===== src/rtl/program_sequencer_if.sv =====
// Instruction-memory fetch channel between the program sequencer and the
// instruction memory: request/address out, acknowledge/data back.
interface program_sequencer_if #(
    parameter int PC_WIDTH = 16
);
    logic                imem_req;
    logic [PC_WIDTH-1:0] imem_addr;
    logic                imem_ack;
    logic [15:0]         imem_data;

    modport master (output imem_req, imem_addr, input imem_ack, imem_data);
    modport slave  (input imem_req, imem_addr, output imem_ack, imem_data);
endinterface


===== src/rtl/program_sequencer.sv =====
// Fetch/execute controller: owns PC and IR, fetches over the imem channel,
// strobes one execute cycle per instruction and selects the next PC.
module program_sequencer #(
    parameter int                  PC_WIDTH = 16,
    parameter logic [PC_WIDTH-1:0] RESET_PC = {PC_WIDTH{1'b0}}
) (
    input  logic                clk,
    input  logic                rst_n,
    input  logic                run,
    program_sequencer_if.master imem,
    output logic [15:0]         IR,
    input  logic [19:0]         CW,
    input  logic                Z,
    input  logic                N,
    input  logic [PC_WIDTH-1:0] jump_target,
    output logic                exec_en,
    output logic [PC_WIDTH-1:0] PC,
    output logic                halted,
    output logic [15:0]         retired
);

    typedef enum logic [1:0] {
        ST_IDLE    = 2'd0,
        ST_FETCH   = 2'd1,
        ST_EXECUTE = 2'd2,
        ST_HALT    = 2'd3
    } state_t;

    state_t              state_r;
    state_t              next_state_s;
    logic [PC_WIDTH-1:0] pc_r;
    logic [PC_WIDTH-1:0] next_pc_s;
    logic [PC_WIDTH-1:0] offset_s;
    logic [15:0]         ir_r;
    logic [15:0]         retired_r;
    logic                imem_req_r;
    logic                exec_en_r;
    logic                halted_r;
    logic                cond_s;
    logic                halt_s;
    logic                unused_cw_s;

    assign unused_cw_s = ^CW[19:3];

    // Next-PC selection from PL/JB/BC and the status flags; all arithmetic wraps.
    always_comb begin
        offset_s  = {{(PC_WIDTH-6){ir_r[8]}}, ir_r[8:6], ir_r[2:0]};
        cond_s    = CW[0] ? N : Z;
        next_pc_s = pc_r + {{(PC_WIDTH-1){1'b0}}, 1'b1};
        if (CW[2] && CW[1]) begin
            next_pc_s = jump_target;
        end else if (CW[2] && cond_s) begin
            next_pc_s = pc_r + offset_s;
        end else begin
            next_pc_s = pc_r + {{(PC_WIDTH-1){1'b0}}, 1'b1};
        end
        halt_s = (next_pc_s == pc_r);
    end

    // State transition decode; imem_ack only matters while fetching.
    always_comb begin
        next_state_s = state_r;
        case (state_r)
            ST_IDLE:    next_state_s = run ? ST_FETCH : ST_IDLE;
            ST_FETCH:   next_state_s = imem.imem_ack ? ST_EXECUTE : ST_FETCH;
            ST_EXECUTE: begin
                if (halt_s) begin
                    next_state_s = ST_HALT;
                end else begin
                    next_state_s = run ? ST_FETCH : ST_IDLE;
                end
            end
            ST_HALT:    next_state_s = ST_HALT;
            default:    next_state_s = ST_IDLE;
        endcase
    end

    // Sequencer state, PC/IR and registered strobes; reset wins over everything.
    always_ff @(posedge clk) begin
        if (!rst_n) begin
            state_r    <= ST_IDLE;
            pc_r       <= RESET_PC;
            ir_r       <= 16'h0000;
            retired_r  <= 16'h0000;
            imem_req_r <= 1'b0;
            exec_en_r  <= 1'b0;
            halted_r   <= 1'b0;
        end else begin
            state_r    <= next_state_s;
            imem_req_r <= (next_state_s == ST_FETCH);
            exec_en_r  <= (next_state_s == ST_EXECUTE);
            if ((state_r == ST_FETCH) && imem.imem_ack) begin
                ir_r <= imem.imem_data;
            end
            if (state_r == ST_EXECUTE) begin
                pc_r      <= next_pc_s;
                retired_r <= retired_r + 16'd1;
                if (halt_s) begin
                    halted_r <= 1'b1;
                end
            end
        end
    end

    assign imem.imem_req  = imem_req_r;
    assign imem.imem_addr = pc_r;
    assign IR             = ir_r;
    assign PC             = pc_r;
    assign exec_en        = exec_en_r;
    assign halted         = halted_r;
    assign retired        = retired_r;

endmodule


===== src/flat_wrapper.sv =====
// flat-port wrapper written by rule: the top's interface ports become plain ports
module program_sequencer_flat 
#(
    parameter int                  PC_WIDTH = 16,
    parameter logic [PC_WIDTH-1:0] RESET_PC = {PC_WIDTH{1'b0}}
)
  (clk, rst_n, run, IR, CW, Z, N, jump_target, exec_en, PC, halted, retired, imem_imem_req, imem_imem_addr, imem_imem_ack, imem_imem_data);
  program_sequencer_if #(.PC_WIDTH(PC_WIDTH)) imem_i ();
  input  logic clk;
  input  logic rst_n;
  input  logic run;
  output logic [15:0] IR;
  input  logic [19:0] CW;
  input  logic Z;
  input  logic N;
  input  logic [PC_WIDTH-1:0] jump_target;
  output logic exec_en;
  output logic [PC_WIDTH-1:0] PC;
  output logic halted;
  output logic [15:0] retired;
  output wire logic [$bits(imem_i.imem_req)-1:0] imem_imem_req;
  output wire logic [$bits(imem_i.imem_addr)-1:0] imem_imem_addr;
  input wire logic [$bits(imem_i.imem_ack)-1:0] imem_imem_ack;
  input wire logic [$bits(imem_i.imem_data)-1:0] imem_imem_data;
  assign imem_imem_req = imem_i.imem_req;
  assign imem_imem_addr = imem_i.imem_addr;
  assign imem_i.imem_ack = imem_imem_ack;
  assign imem_i.imem_data = imem_imem_data;
  program_sequencer #(.PC_WIDTH(PC_WIDTH), .RESET_PC(RESET_PC)) u_core (.clk(clk), .rst_n(rst_n), .run(run), .imem(imem_i), .IR(IR), .CW(CW), .Z(Z), .N(N), .jump_target(jump_target), .exec_en(exec_en), .PC(PC), .halted(halted), .retired(retired));
endmodule

===== config.mk =====
export PLATFORM = sky130hd
export DESIGN_NAME = program_sequencer_flat
export DESIGN_NICKNAME = d
export VERILOG_FILES = /design/src/rtl/program_sequencer_if.sv /design/src/rtl/program_sequencer.sv /design/src/flat_wrapper.sv
export SDC_FILE = /design/constraint.sdc
export NUM_CORES = 1
export LEC_CHECK = 0
export CORE_UTILIZATION = 48
export CTS_CLUSTER_SIZE = 20
export DETAILED_ROUTE_END_ITERATION = 16
export GPL_ROUTABILITY_DRIVEN = 0
export PLACE_DENSITY = 0.86
export SYNTH_ARGS = -nofsm -noshare
export SYNTH_HDL_FRONTEND = slang
export SYNTH_SLANG_ARGS = --single-unit

===== constraint.sdc =====
create_clock -name clk -period 6.7 [get_ports clk]
set_input_delay 1.005 -clock clk [delete_from_list [all_inputs] [get_ports clk]]
set_output_delay 1.005 -clock clk [all_outputs]
set_load 0.005 [all_outputs]

==> results by group <==
Logic synthesis
  • Synth Warn #: 0
  • Synth cell count leaders: nand2_1, dfxtp_1, a21boi_0, nor2_1, o21ai_0
  • Register bit total from synthesis: 53
  • Async S/R FF share, synth: 0
  • Post-synth EDFFs: 0
  • Sequential share of the synthesized area: 0.318
  • Post-synth top area share: 0.318
  • Syn_nets: 485
  • Post-synthesis cell type count: 56
  • Synth area leader: dfxtp_1
  • Count leader, synth: nand2_1
  • Main area contributors after synthesis: dfxtp_1, nand2_1, a21boi_0
  • Mapped Cells: 420
  • Average footprint of a synthesized cell: 7.95 um^2
  • Ys flop type: dfxtp_1
  • Mapped cell area: 0.00334 mm^2

Critical path
  • Slowest stage delay, CP: 500 ps
  • CP cell instances: clkdlybuf4s50_1, mux2_2, and2_1, nand2b_1, ha_1, inv_1, fa_1, nor2b_1, o31a_1, or2_2, a31oi_1, and2_1, o211ai_1, o21ai_0
  • Worst setup EP type: flip-flop
  • Arr. time, crit path: 4340 ps
  • CP Launch Type: input port
  • CP Class: input port to flip-flop
  • CP Data Required Time: 6880 ps
  • Slowest CP cell: clkdlybuf4s50_1
  • Most used cell, CP: and2_1
  • Crit-path max FO: 8

Drt
  • Drt initial violations: 223
  • Routed via count: 3257
  • Number of remaining DRC errors: 0
  • First drt pass iteration count: 7
  • Vias per cell: 5.62
  • Wire per inst: 14.4 um
  • Final WL: 8.34 mm
  • Antenna Nets Post-Route: 0

Floorplan
  • Core area: 0.00676 mm^2
  • Horiz. Die Dim: 85.4 um
  • # rows: 30
  • Io pins: 125
  • Initial core utilization: 0.494
  • DIE HEIGHT: 85.4 um
  • Die area: 0.00729 mm^2

Clock tree
  • CTS max path bufs: 2
  • TritonCTS buffer count: 5
  • Worst skew pair latency: 310 ps
  • Clk pin slew, worst setup/hold paths: 100 ps
  • Clk sink count: 53
  • Post-CTS resize count: 0
  • H-tree levels: 2
  • Postcts setup bufs: 0
  • Root Driver: clkbuf_8
  • Cts hold-fix bufs: 0
  • TritonCTS clock tree: done

Finish
  • Multi-input gate area: 0.00203 mm^2
  • # diodes: 0
  • Nets: 564
  • Final std cells w/o fill: 580
  • Filler instances: 582
  • Storage element area: 0.00106 mm^2
  • Layout area overhead: 32.0%
  • Cell area after layout: 0.00441 mm^2
  • Layout cells sized above 1: 0.0380

Global route
  • Via count of the first global-routing pass: 3029
  • Largest net degree at the start of global routing: 40
  • GRT Util Overall: 0.225
  • Wire length of the first global-routing pass: 13.3 mm
  • Initial antenna violation count: 0
  • Overflow after GRT: 0

Power
  • VDD IR max: 0.103 mV
  • Static Leak: 1.58 nW
  • Pwr Density: 147 mW/mm^2

Job
  • Maximum Capacitance Violations: 0

STA
  • Clock skew: 4.71 ps
  • Final setup TNS: 0 ps
  • Final min period: 4160 ps
  • Fin worst setup slack: 2540 ps
  • Slew HR: 0.296
  • Slew Viols, Final: 0
  • Hold Fails Final Rpt: 0
  • Fin crit share: 0.621
  • Highest clock rate: 240 MHz
  • Total setup violations reported at the end of the flow: 0
  • RSZ-0062 raised after global routing: false
  • Worst slew pin tran: 1050 ps

Placement
  • Placed Cells: 572
  • Cell Area, Placed: 0.00431 mm^2
  • DP Wirelength: 6.15 mm
  • Port bufs: 107
  • DP Worst Slack: 2240 ps

Worst hold path
  • Min-Delay Path Class: flip-flop to flip-flop

Status
  • Status: finished clean
[worst paths after layout]
path                  endpoint  slack (ps)  depth (start not counted)    startpoint
max          u_core.state_r[0]        2540                         14         CW[0]
min               u_core.IR[4]         470                          2  u_core.IR[4]
max reg2reg  u_core.state_r[0]        3940                         11  u_core.IR[0]
min reg2reg       u_core.IR[4]         470                          2  u_core.IR[4]
[kinds of logic after synthesis]
| group | count (synthesis) | synth area share |
|---|---|---|
| xor+xnor | 26 | 0.0682 |
| fa+ha+maj | 7 | 0.0285 |
| mux | 8 | 0.0244 |
| flops | 53 | 0.318 |
| simple gates | 175 | 0.258 |
| buf+inv | 44 | 0.0731 |
| compound gates | 107 | 0.230 |
[state kept, by name, indices dropped and copies added (netlist names)]
signal,flops
u_core.IR,16
u_core.state_r,2
u_core.exec_en,1
u_core.halted,1
u_core.PC,16
u_core.imem.imem_req,1
u_core.retired,16
[per-stage QoR]
step	hold WS (ps)	utilization	power, mW
global placement	440	0.637	0.453
detailed placement	450	0.637	0.456
CTS	476	0.652	0.656
finish	468	0.652	0.648
floorplan	449	-	0.399
global route	494	0.652	0.676
[cell usage in the layout, fill, tap and decap left out, drive strengths merged, types with 4 or more instances in the layout]
| cell | Yosys | routed |
|---|---|---|
| nand4 | 5 | 5 |
| clkbuf | 16 | 6 |
| inv | 7 | 8 |
| or3 | 11 | 11 |
| a22oi | 6 | 6 |
| a21oi | 6 | 6 |
| a21boi | 26 | 26 |
| a21o | 5 | 5 |
| clkdlybuf4s50 | 0 | 107 |
| nor2b | 5 | 5 |
| o211ai | 4 | 4 |
| o21a | 5 | 5 |
| o31ai | 7 | 7 |
| and2 | 17 | 17 |
| and3 | 9 | 9 |
| ha | 6 | 6 |
| xnor2 | 19 | 19 |
| nor2 | 22 | 22 |
| xor2 | 7 | 7 |
| mux2i | 7 | 7 |
| nand3 | 12 | 12 |
| dfxtp | 53 | 53 |
| a31oi | 5 | 5 |
| nand2 | 71 | 71 |
| o21ai | 21 | 21 |
| nor3 | 7 | 7 |
[final cells by class]
type / instances / share of cell area
sequential: 53 / 0.241
inverter: 7 / 0.00596
tap: 80 / 0.0227
timing repair buffer: 109 / 0.247
clock inverter: 2 / 0.00398
multi-input combinational: 323 / 0.461
clock buffer: 6 / 0.0187
[worst max-delay path: cells and delay by family]
kind / cells / cell delay, ps
adders and majority gates: 2 / 560
AOI/OAI and AO/OA: 4 / 970
muxes: 1 / 410
and+or+nand+nor: 5 / 830
buffers and inverters: 2 / 550
[report_power, final]
part | internal [mW] | leakage (nW) | switching, mW | total [mW]
Clock | 0.0862 | 0.0518 | 0.114 | 0.200
Sequential | 0.324 | 0.429 | 0.00940 | 0.334
Combinational | 0.0644 | 1.10 | 0.0504 | 0.115
Total | 0.475 | 1.58 | 0.174 | 0.648
[routing by layer]
metal | part of all wire | global-route usage
met5 | 0 | 0
met4 | 0.0096 | 0.0697
met2 | 0.49 | 0.400
met3 | 0.068 | 0.0613
met1 | 0.43 | 0.264
Note: power is estimated with default switching activity, not from simulation.
